--- src/rtl/spi_regfile_pkg.sv ---
// Shared types and constants for the SPI register-file target.
package spi_regfile_pkg;

    // Value of the first frame bit selecting the transfer direction.
    localparam logic RW_WRITE = 1'b1;
    localparam logic RW_READ  = 1'b0;

    // Progress of the current frame. FR_DONE is the single clk in which
    // the finished frame is judged.
    typedef enum logic [1:0] {
        FR_IDLE,
        FR_HDR,
        FR_DATA,
        FR_DONE
    } frame_status_e;

    // Total frame length: RW bit, address field, data field.
    function automatic int frame_len(input int addr_w, input int data_w);
        return 1 + addr_w + data_w;
    endfunction

endpackage

--- src/rtl/spi_regfile_peripheral_if.sv ---
// SPI pin bundle between the pads (controller side) and the target.
interface spi_regfile_peripheral_if;
    logic sclk;
    logic copi;
    logic ncs;
    logic cipo;
    logic cipo_oe;

    modport master (output sclk, output copi, output ncs, input cipo, input cipo_oe);
    modport slave  (input sclk, input copi, input ncs, output cipo, output cipo_oe);
endinterface

--- src/rtl/spi_sync_edge.sv ---
// Multi-flop synchroniser for one asynchronous input with a history flop
// providing single-clk rise/fall pulses of the synchronised level.
module spi_sync_edge #(
    parameter int   STAGES  = 2,
    parameter logic RST_VAL = 1'b0
) (
    input  logic clk,
    input  logic rst_n,
    input  logic din,
    output logic dout,
    output logic rise,
    output logic fall
);

    logic [STAGES-1:0] chain;
    logic              hist;

    // Shift the raw input through the chain; hist keeps the previous synced level.
    always_ff @(posedge clk or negedge rst_n) begin
        if (!rst_n) begin
            chain <= {STAGES{RST_VAL}};
            hist  <= RST_VAL;
        end else begin
            chain <= {chain[STAGES-2:0], din};
            hist  <= chain[STAGES-1];
        end
    end

    assign dout = chain[STAGES-1];
    assign rise = dout & ~hist;
    assign fall = ~dout & hist;

endmodule

--- src/rtl/spi_regfile_peripheral.sv ---
// SPI mode-0 target in front of NUM_REGS read/write configuration registers.
// Frame: RW, ADDR[ADDR_W-1:0], DATA[DATA_W-1:0], MSB first. Frames are
// judged once after chip select rises; bad frames never touch the bank.
//
// Strobe semantics: wr_strobe[i] is high for exactly the one clk in which
// regs_flat slice i first shows the new value; frame_err is a one-clk pulse
// per discarded frame. Neither has backpressure.
module spi_regfile_peripheral
    import spi_regfile_pkg::*;
#(
    parameter int NUM_REGS    = 5,
    parameter int ADDR_W      = 7,
    parameter int DATA_W      = 8,
    parameter int SYNC_STAGES = 2
) (
    input  logic                         clk,
    input  logic                         rst_n,
    spi_regfile_peripheral_if.slave      spi,
    output logic [NUM_REGS*DATA_W-1:0]   regs_flat,
    output logic [NUM_REGS-1:0]          wr_strobe,
    output logic                         frame_err,
    output frame_status_e                frame_state
);

    localparam int FRAME_LEN = frame_len(ADDR_W, DATA_W);
    localparam int HDR_LEN   = 1 + ADDR_W;
    localparam int CNT_W     = $clog2(FRAME_LEN + 2);
    // Wide enough for both the header latch and the data field.
    localparam int RX_W      = (ADDR_W > DATA_W) ? ADDR_W : DATA_W;

    localparam logic [CNT_W-1:0]  CNT_HDR_M1 = CNT_W'(HDR_LEN - 1);
    localparam logic [CNT_W-1:0]  CNT_HDR    = CNT_W'(HDR_LEN);
    localparam logic [CNT_W-1:0]  CNT_FULL   = CNT_W'(FRAME_LEN);
    localparam logic [CNT_W-1:0]  CNT_SAT    = CNT_W'(FRAME_LEN + 1);
    localparam logic [ADDR_W:0]   NUM_REGS_A = (ADDR_W + 1)'(NUM_REGS);

    // Synchronised pins
    logic sclk_unused_lvl, sclk_rise, sclk_fall;
    logic copi_s, copi_unused_rise, copi_unused_fall;
    logic ncs_s, ncs_rise, ncs_fall;

    spi_sync_edge #(.STAGES(SYNC_STAGES), .RST_VAL(1'b0)) u_sync_sclk (
        .clk(clk), .rst_n(rst_n), .din(spi.sclk),
        .dout(sclk_unused_lvl), .rise(sclk_rise), .fall(sclk_fall)
    );

    spi_sync_edge #(.STAGES(SYNC_STAGES), .RST_VAL(1'b0)) u_sync_copi (
        .clk(clk), .rst_n(rst_n), .din(spi.copi),
        .dout(copi_s), .rise(copi_unused_rise), .fall(copi_unused_fall)
    );

    spi_sync_edge #(.STAGES(SYNC_STAGES), .RST_VAL(1'b1)) u_sync_ncs (
        .clk(clk), .rst_n(rst_n), .din(spi.ncs),
        .dout(ncs_s), .rise(ncs_rise), .fall(ncs_fall)
    );

    // Frame datapath state
    logic [CNT_W-1:0]   bit_cnt;
    logic [RX_W-1:0]    rx_sr;
    logic               rw_q;
    logic [ADDR_W-1:0]  addr_q;
    logic [DATA_W-1:0]  tx_sr;
    logic               tx_active;
    logic [DATA_W-1:0]  regs_q [NUM_REGS];
    logic [DATA_W-1:0]  rd_data;

    frame_status_e      state_q, state_d;
    logic               commit, discard;
    logic               len_ok, addr_ok;
    logic [NUM_REGS-1:0] wr_sel;

    assign len_ok  = (bit_cnt == CNT_FULL);
    assign addr_ok = ({1'b0, addr_q} < NUM_REGS_A);

    // Readback source: selected register, zero for unmapped addresses.
    always_comb begin
        rd_data = '0;
        for (int i = 0; i < NUM_REGS; i++) begin
            if ({1'b0, addr_q} == (ADDR_W + 1)'(i)) rd_data = regs_q[i];
        end
    end

    // Receive shifting, bit counting, header latch and readback shifting.
    always_ff @(posedge clk or negedge rst_n) begin
        if (!rst_n) begin
            bit_cnt   <= '0;
            rx_sr     <= '0;
            rw_q      <= RW_READ;
            addr_q    <= '0;
            tx_sr     <= '0;
            tx_active <= 1'b0;
        end else if (ncs_fall) begin
            bit_cnt   <= '0;
            rx_sr     <= '0;
            rw_q      <= RW_READ;
            addr_q    <= '0;
            tx_active <= 1'b0;
        end else if (ncs_rise) begin
            tx_active <= 1'b0;
        end else if (!ncs_s) begin
            if (sclk_rise) begin
                rx_sr <= {rx_sr[RX_W-2:0], copi_s};
                if (bit_cnt != CNT_SAT) bit_cnt <= bit_cnt + 1'b1;
                // Capture RW+ADDR on the same edge that completes the header.
                if (bit_cnt == CNT_HDR_M1) {rw_q, addr_q} <= {rx_sr[ADDR_W-1:0], copi_s};
            end
            if (sclk_fall && (rw_q == RW_READ)) begin
                if (bit_cnt == CNT_HDR) begin
                    tx_sr     <= rd_data;
                    tx_active <= 1'b1;
                end else if ((bit_cnt > CNT_HDR) && (bit_cnt < CNT_FULL)) begin
                    tx_sr <= {tx_sr[DATA_W-2:0], 1'b0};
                end else if (bit_cnt >= CNT_FULL) begin
                    tx_active <= 1'b0;
                end
            end
        end
    end

    assign spi.cipo    = tx_active & tx_sr[DATA_W-1];
    assign spi.cipo_oe = ~ncs_s;

    // Frame status register.
    always_ff @(posedge clk or negedge rst_n) begin
        if (!rst_n) state_q <= FR_IDLE;
        else        state_q <= state_d;
    end

    // Frame status next-state and end-of-frame verdict.
    always_comb begin
        state_d = state_q;
        commit  = 1'b0;
        discard = 1'b0;
        unique case (state_q)
            FR_IDLE: if (ncs_fall) state_d = FR_HDR;
            FR_HDR: begin
                if (ncs_rise)                  state_d = FR_DONE;
                else if (bit_cnt == CNT_HDR)   state_d = FR_DATA;
            end
            FR_DATA: if (ncs_rise) state_d = FR_DONE;
            FR_DONE: begin
                if (len_ok && addr_ok) commit  = (rw_q == RW_WRITE);
                else                   discard = 1'b1;
                state_d = FR_IDLE;
            end
        endcase
    end

    assign frame_state = state_q;

    // One-hot write select for a committed frame.
    always_comb begin
        wr_sel = '0;
        for (int i = 0; i < NUM_REGS; i++) begin
            wr_sel[i] = commit && ({1'b0, addr_q} == (ADDR_W + 1)'(i));
        end
    end

    // Register bank update with matching strobe and error pulses.
    always_ff @(posedge clk or negedge rst_n) begin
        if (!rst_n) begin
            for (int i = 0; i < NUM_REGS; i++) regs_q[i] <= '0;
            wr_strobe <= '0;
            frame_err <= 1'b0;
        end else begin
            wr_strobe <= wr_sel;
            frame_err <= discard;
            for (int i = 0; i < NUM_REGS; i++) begin
                if (wr_sel[i]) regs_q[i] <= rx_sr[DATA_W-1:0];
            end
        end
    end

    // Flatten the bank for the downstream config logic.
    always_comb begin
        regs_flat = '0;
        for (int i = 0; i < NUM_REGS; i++) regs_flat[i*DATA_W +: DATA_W] = regs_q[i];
    end

endmodule

--- src/flat_wrapper.sv ---
// flat-port wrapper written by rule: the top's interface ports become plain ports
module spi_regfile_peripheral_flat import spi_regfile_pkg::*;
#(
    parameter int NUM_REGS    = 5,
    parameter int ADDR_W      = 7,
    parameter int DATA_W      = 8,
    parameter int SYNC_STAGES = 2
)
  (clk, rst_n, regs_flat, wr_strobe, frame_err, frame_state, spi_sclk, spi_copi, spi_ncs, spi_cipo, spi_cipo_oe);
  spi_regfile_peripheral_if spi_i ();
  input  logic clk;
  input  logic rst_n;
  output logic [NUM_REGS*DATA_W-1:0] regs_flat;
  output logic [NUM_REGS-1:0] wr_strobe;
  output logic frame_err;
  output frame_status_e frame_state;
  input wire logic [$bits(spi_i.sclk)-1:0] spi_sclk;
  input wire logic [$bits(spi_i.copi)-1:0] spi_copi;
  input wire logic [$bits(spi_i.ncs)-1:0] spi_ncs;
  output wire logic [$bits(spi_i.cipo)-1:0] spi_cipo;
  output wire logic [$bits(spi_i.cipo_oe)-1:0] spi_cipo_oe;
  assign spi_i.sclk = spi_sclk;
  assign spi_i.copi = spi_copi;
  assign spi_i.ncs = spi_ncs;
  assign spi_cipo = spi_i.cipo;
  assign spi_cipo_oe = spi_i.cipo_oe;
  spi_regfile_peripheral #(.NUM_REGS(NUM_REGS), .ADDR_W(ADDR_W), .DATA_W(DATA_W), .SYNC_STAGES(SYNC_STAGES)) u_core (.clk(clk), .rst_n(rst_n), .spi(spi_i), .regs_flat(regs_flat), .wr_strobe(wr_strobe), .frame_err(frame_err), .frame_state(frame_state));
endmodule
--- config.mk ---
export PLATFORM = sky130hd
export DESIGN_NAME = spi_regfile_peripheral_flat
export DESIGN_NICKNAME = d
export VERILOG_FILES = /design/src/rtl/spi_regfile_pkg.sv /design/src/rtl/spi_regfile_peripheral_if.sv /design/src/rtl/spi_sync_edge.sv /design/src/rtl/spi_regfile_peripheral.sv /design/src/flat_wrapper.sv
export SDC_FILE = /design/constraint.sdc
export NUM_CORES = 1
export LEC_CHECK = 0
export ABC_AREA = 1
export BUFFER_PORTS_ARGS = -buffer_cell sky130_fd_sc_hd__buf_4
export CAP_MARGIN = 20
export CELL_PAD_IN_SITES_DETAIL_PLACEMENT = 0
export CELL_PAD_IN_SITES_GLOBAL_PLACEMENT = 2
export CORE_ASPECT_RATIO = 2
export CORE_MARGIN = 2
export CORE_UTILIZATION = 38
export DETAILED_ROUTE_END_ITERATION = 10
export PLACE_DENSITY = 0.95
export SYNTH_ARGS = -nofsm -noshare
export SYNTH_HDL_FRONTEND = slang
export SYNTH_SLANG_ARGS = --single-unit
--- constraint.sdc ---
create_clock -name clk -period 2.9 [get_ports clk]
set_input_delay 0.725 -clock clk [delete_from_list [all_inputs] [get_ports clk]]
set_output_delay 0.725 -clock clk [all_outputs]
set_load 0.02 [all_outputs]
==> impl_metrics.yaml <==
drt:
  post-route-drc-count: 0
  drt-wirelength-per-cell_um: 16.4
  ant_nets: 0
  vias: 3231
  drt-total-wl_um: 10500
  drtIter0Drc: 270
  dr.pass1.iters: 5
  via_per_inst: 5.02
logic_synthesis:
  synth_warnings: 0
  synth_top_area_frac: 0.516
  synth_area_leader_cell: "dfrtp_1"
  ys_seq_area_frac: 0.536
  postSynthCellCount: 447
  synth-seq-cells: 86
  synth_fp_nets: 462
  syn_area_per_cell_um2: 9.00
  ys_top_cells_by_area: "dfrtp_1 52%, nand2_1 9.1%, nand3_1 5.3%"
  yosysUniqueCellTypes: 34
  syn_area_um2: 4030
grt:
  met2_usage: 0.356
  met3_usage: 0.0410
  use_met1: 0.209
  overflow: 0
  antenna_found_initial: 0
  grt_pass1_vias: 3213
  grt_busiest_layer: "met2"
  grt_max_degree: 51
  grt_first_pass_wirelength_um: 17300
  grt_usage: 0.200
power_and_ir_drop:
  powerDensity_nw_per_um2: 686
  ir_drop_mv: 0.394
  power.leakage_uw: 0.00256
placed_design:
  hpwlAfterDp_um: 7860
  dp.cells: 627
  place_congestion: 0.870
  port_buffers: 54
worst_setup_path:
  worstSetupStartpoint: "u_core.u_sync_ncs.hist"
  crit_arrival_ns: 2.45
  required_ns: 3.11
  rrSetupSlack_ns: 0.66
  critical_path_class: "flip-flop to flip-flop"
  cp-start-kind: "flip-flop"
  timing.rr.start: "u_core.u_sync_ncs.hist"
  endpoint_kind: "flip-flop"
  worstPathMaxFanout: 17
floorplan:
  initial_core_util: 0.387
  fp.dieH_um: 150
  core_area_um2: 10400
  dieArea_um2: 11500
  dieWidth_um: 76.8
  io_pins: 55
  std_cell_rows: 53
timing:
  relSlewSlack: 0.659
  fin_skew_ns: 0.0112
  period_needed_ns: 2.24
  maxSlewViolCount: 0
  fmax_mhz: 446
  finalHoldViolCount: 0
  fin_crit_sh: 0.773
  finalSetupTns_ns: 0
  rsz0062_at_grt: "false"
  worstMarginPinSlew_ns: 0.509
  setup_violations: 0
final_layout:
  antenna_cells: 0
  final_cell_count_no_fill: 643
  area_growth_pct: 20.6
  fin_nets: 516
  drive_gt1_frac: 0.215
cts:
  cts_buffer_depth: 2
  cts_root_buffer: "clkbuf_16"
  holdBufCountCts: 0
  cts.repair.resized: 0
  cts_buffers: 9
  cts_setup_buffers: 0
  insertion_delay_ns: 0.35
  clk_pin_slew_ns: 0.07
  clock-sinks: 86
  cts_tree: "built"
  cts_htree_levels: 3
status:
  status: "complete, no violations"
hold_path:
  hp-class: "primary input to async pin"
job:
  cap_violations: 0
[synthesized netlist by cell type, drive strengths merged]
master / number
a21oi: 19
a22oi: 1
a311o: 1
a31oi: 1
and2: 1
and3: 1
buf: 12
clkbuf: 1
dfrtp: 83
dfstp: 3
ha: 10
inv: 43
nand2: 104
nand3: 46
nand4: 1
nor2: 41
nor3: 1
o211ai: 1
o21ai: 65
o21bai: 6
o31ai: 2
or2: 2
xor2: 2
[final timing paths]
path,to,cells past startpoint
setup / recovery,u_core.addr_q[5],8
hold / removal,u_core.regs_flat[22],1
setup reg to reg,u_core.addr_q[5],8
hold reg to reg,u_core.u_sync_copi.chain[1],0
max in group asynchronous,u_core.u_sync_ncs.hist,2
min in group clk,u_core.u_sync_copi.chain[1],0
[cell families after synthesis]
group                    after synthesis  share of synthesized area
AND/OR/NAND/NOR                      197                      0.224
flip-flops                            86                      0.536
XOR/XNOR                               2                    0.00435
adder cells (fa/ha/maj)               10                     0.0311
AO/OA/AOI/OAI                         96                      0.140
buffers and inverters                 56                     0.0656
[report_power, final]
part           switching, µW  internal (µW)
registers               93.6           1330
clock network            480            780
logic                    452            199
[critical path: stages, from the launching register on]
cell and delay, ns:
dfstp_2 0.56, ha_1 0.36, inv_2 0.18, o31ai_1 0.10, nand2_1 0.15, inv_2 0.21, nand2_1 0.30, nor2_1 0.19
a21oi_1 0.06
[sequential cells by signal, summed over array words and instances (netlist names), 2 cells and up]
name / flops
u_core.u_sync_sclk.chain: 2
u_core.bit_cnt: 5
u_core.u_sync_copi.chain: 2
u_core.tx_sr: 8
u_core.rx_sr: 8
u_core.regs_flat: 40
u_core.frame_state: 2
u_core.u_sync_ncs.chain: 2
u_core.wr_strobe: 5
u_core.addr_q: 7
[placed cells by master, fill, tap and decap left out, types with 2 or more instances in the layout]
cell        Yosys  layout
buf_4           3      55
nand3_1        43      43
o21ai_2        10      10
a21oi_1        19      19
xor2_1          2       2
o21ai_1        31      31
bufinv_16       0       2
dfrtp_1        83      83
or2_2           2       2
nor2_2          4       4
o21bai_1        6       6
nand3_2         3       3
clkbuf_16       0       9
dfstp_2         3       3
clkinvlp_4      0       2
ha_1           10      10
nor2_1         35      35
nand2_4         5       5
inv_2           7       7
inv_1          36      36
o21ai_0        24      24
nand2_1        98      98
o31ai_1         2       2
[cell type report]
class	count	area [µm²]
clock buffers	11	243
multi-input cells	305	1610
clock inverters	5	83.8
inverters	43	161
fillers	1039	5560
repair buffers	56	433
flip-flops and latches	86	2160
well taps	137	171
[through the flow]
stage	cell area (µm²)	setup WS [ns]	hold WS (ns)	util	power, µW
after floorplan	4030	1.02	0.331	-	1880
after global placement	4530	0.768	0.332	0.435	2070
after detailed placement	4530	0.679	0.342	0.435	2090
after CTS	4850	0.648	0.349	0.466	3360
after global routing	4850	0.393	0.365	0.466	3540
final	4850	0.657	0.331	0.466	3330
[layer usage]
| layer | up-vias | share of wire |
|---|---|---|
| met2 | 89 | 0.54 |
| met4 | 0 | 0.067 |
| met5 | - | 0 |
| met3 | 32 | 0.037 |
| met1 | 1537 | 0.36 |
| li1 | 1573 | - |
(Power assumes the default switching activity.)
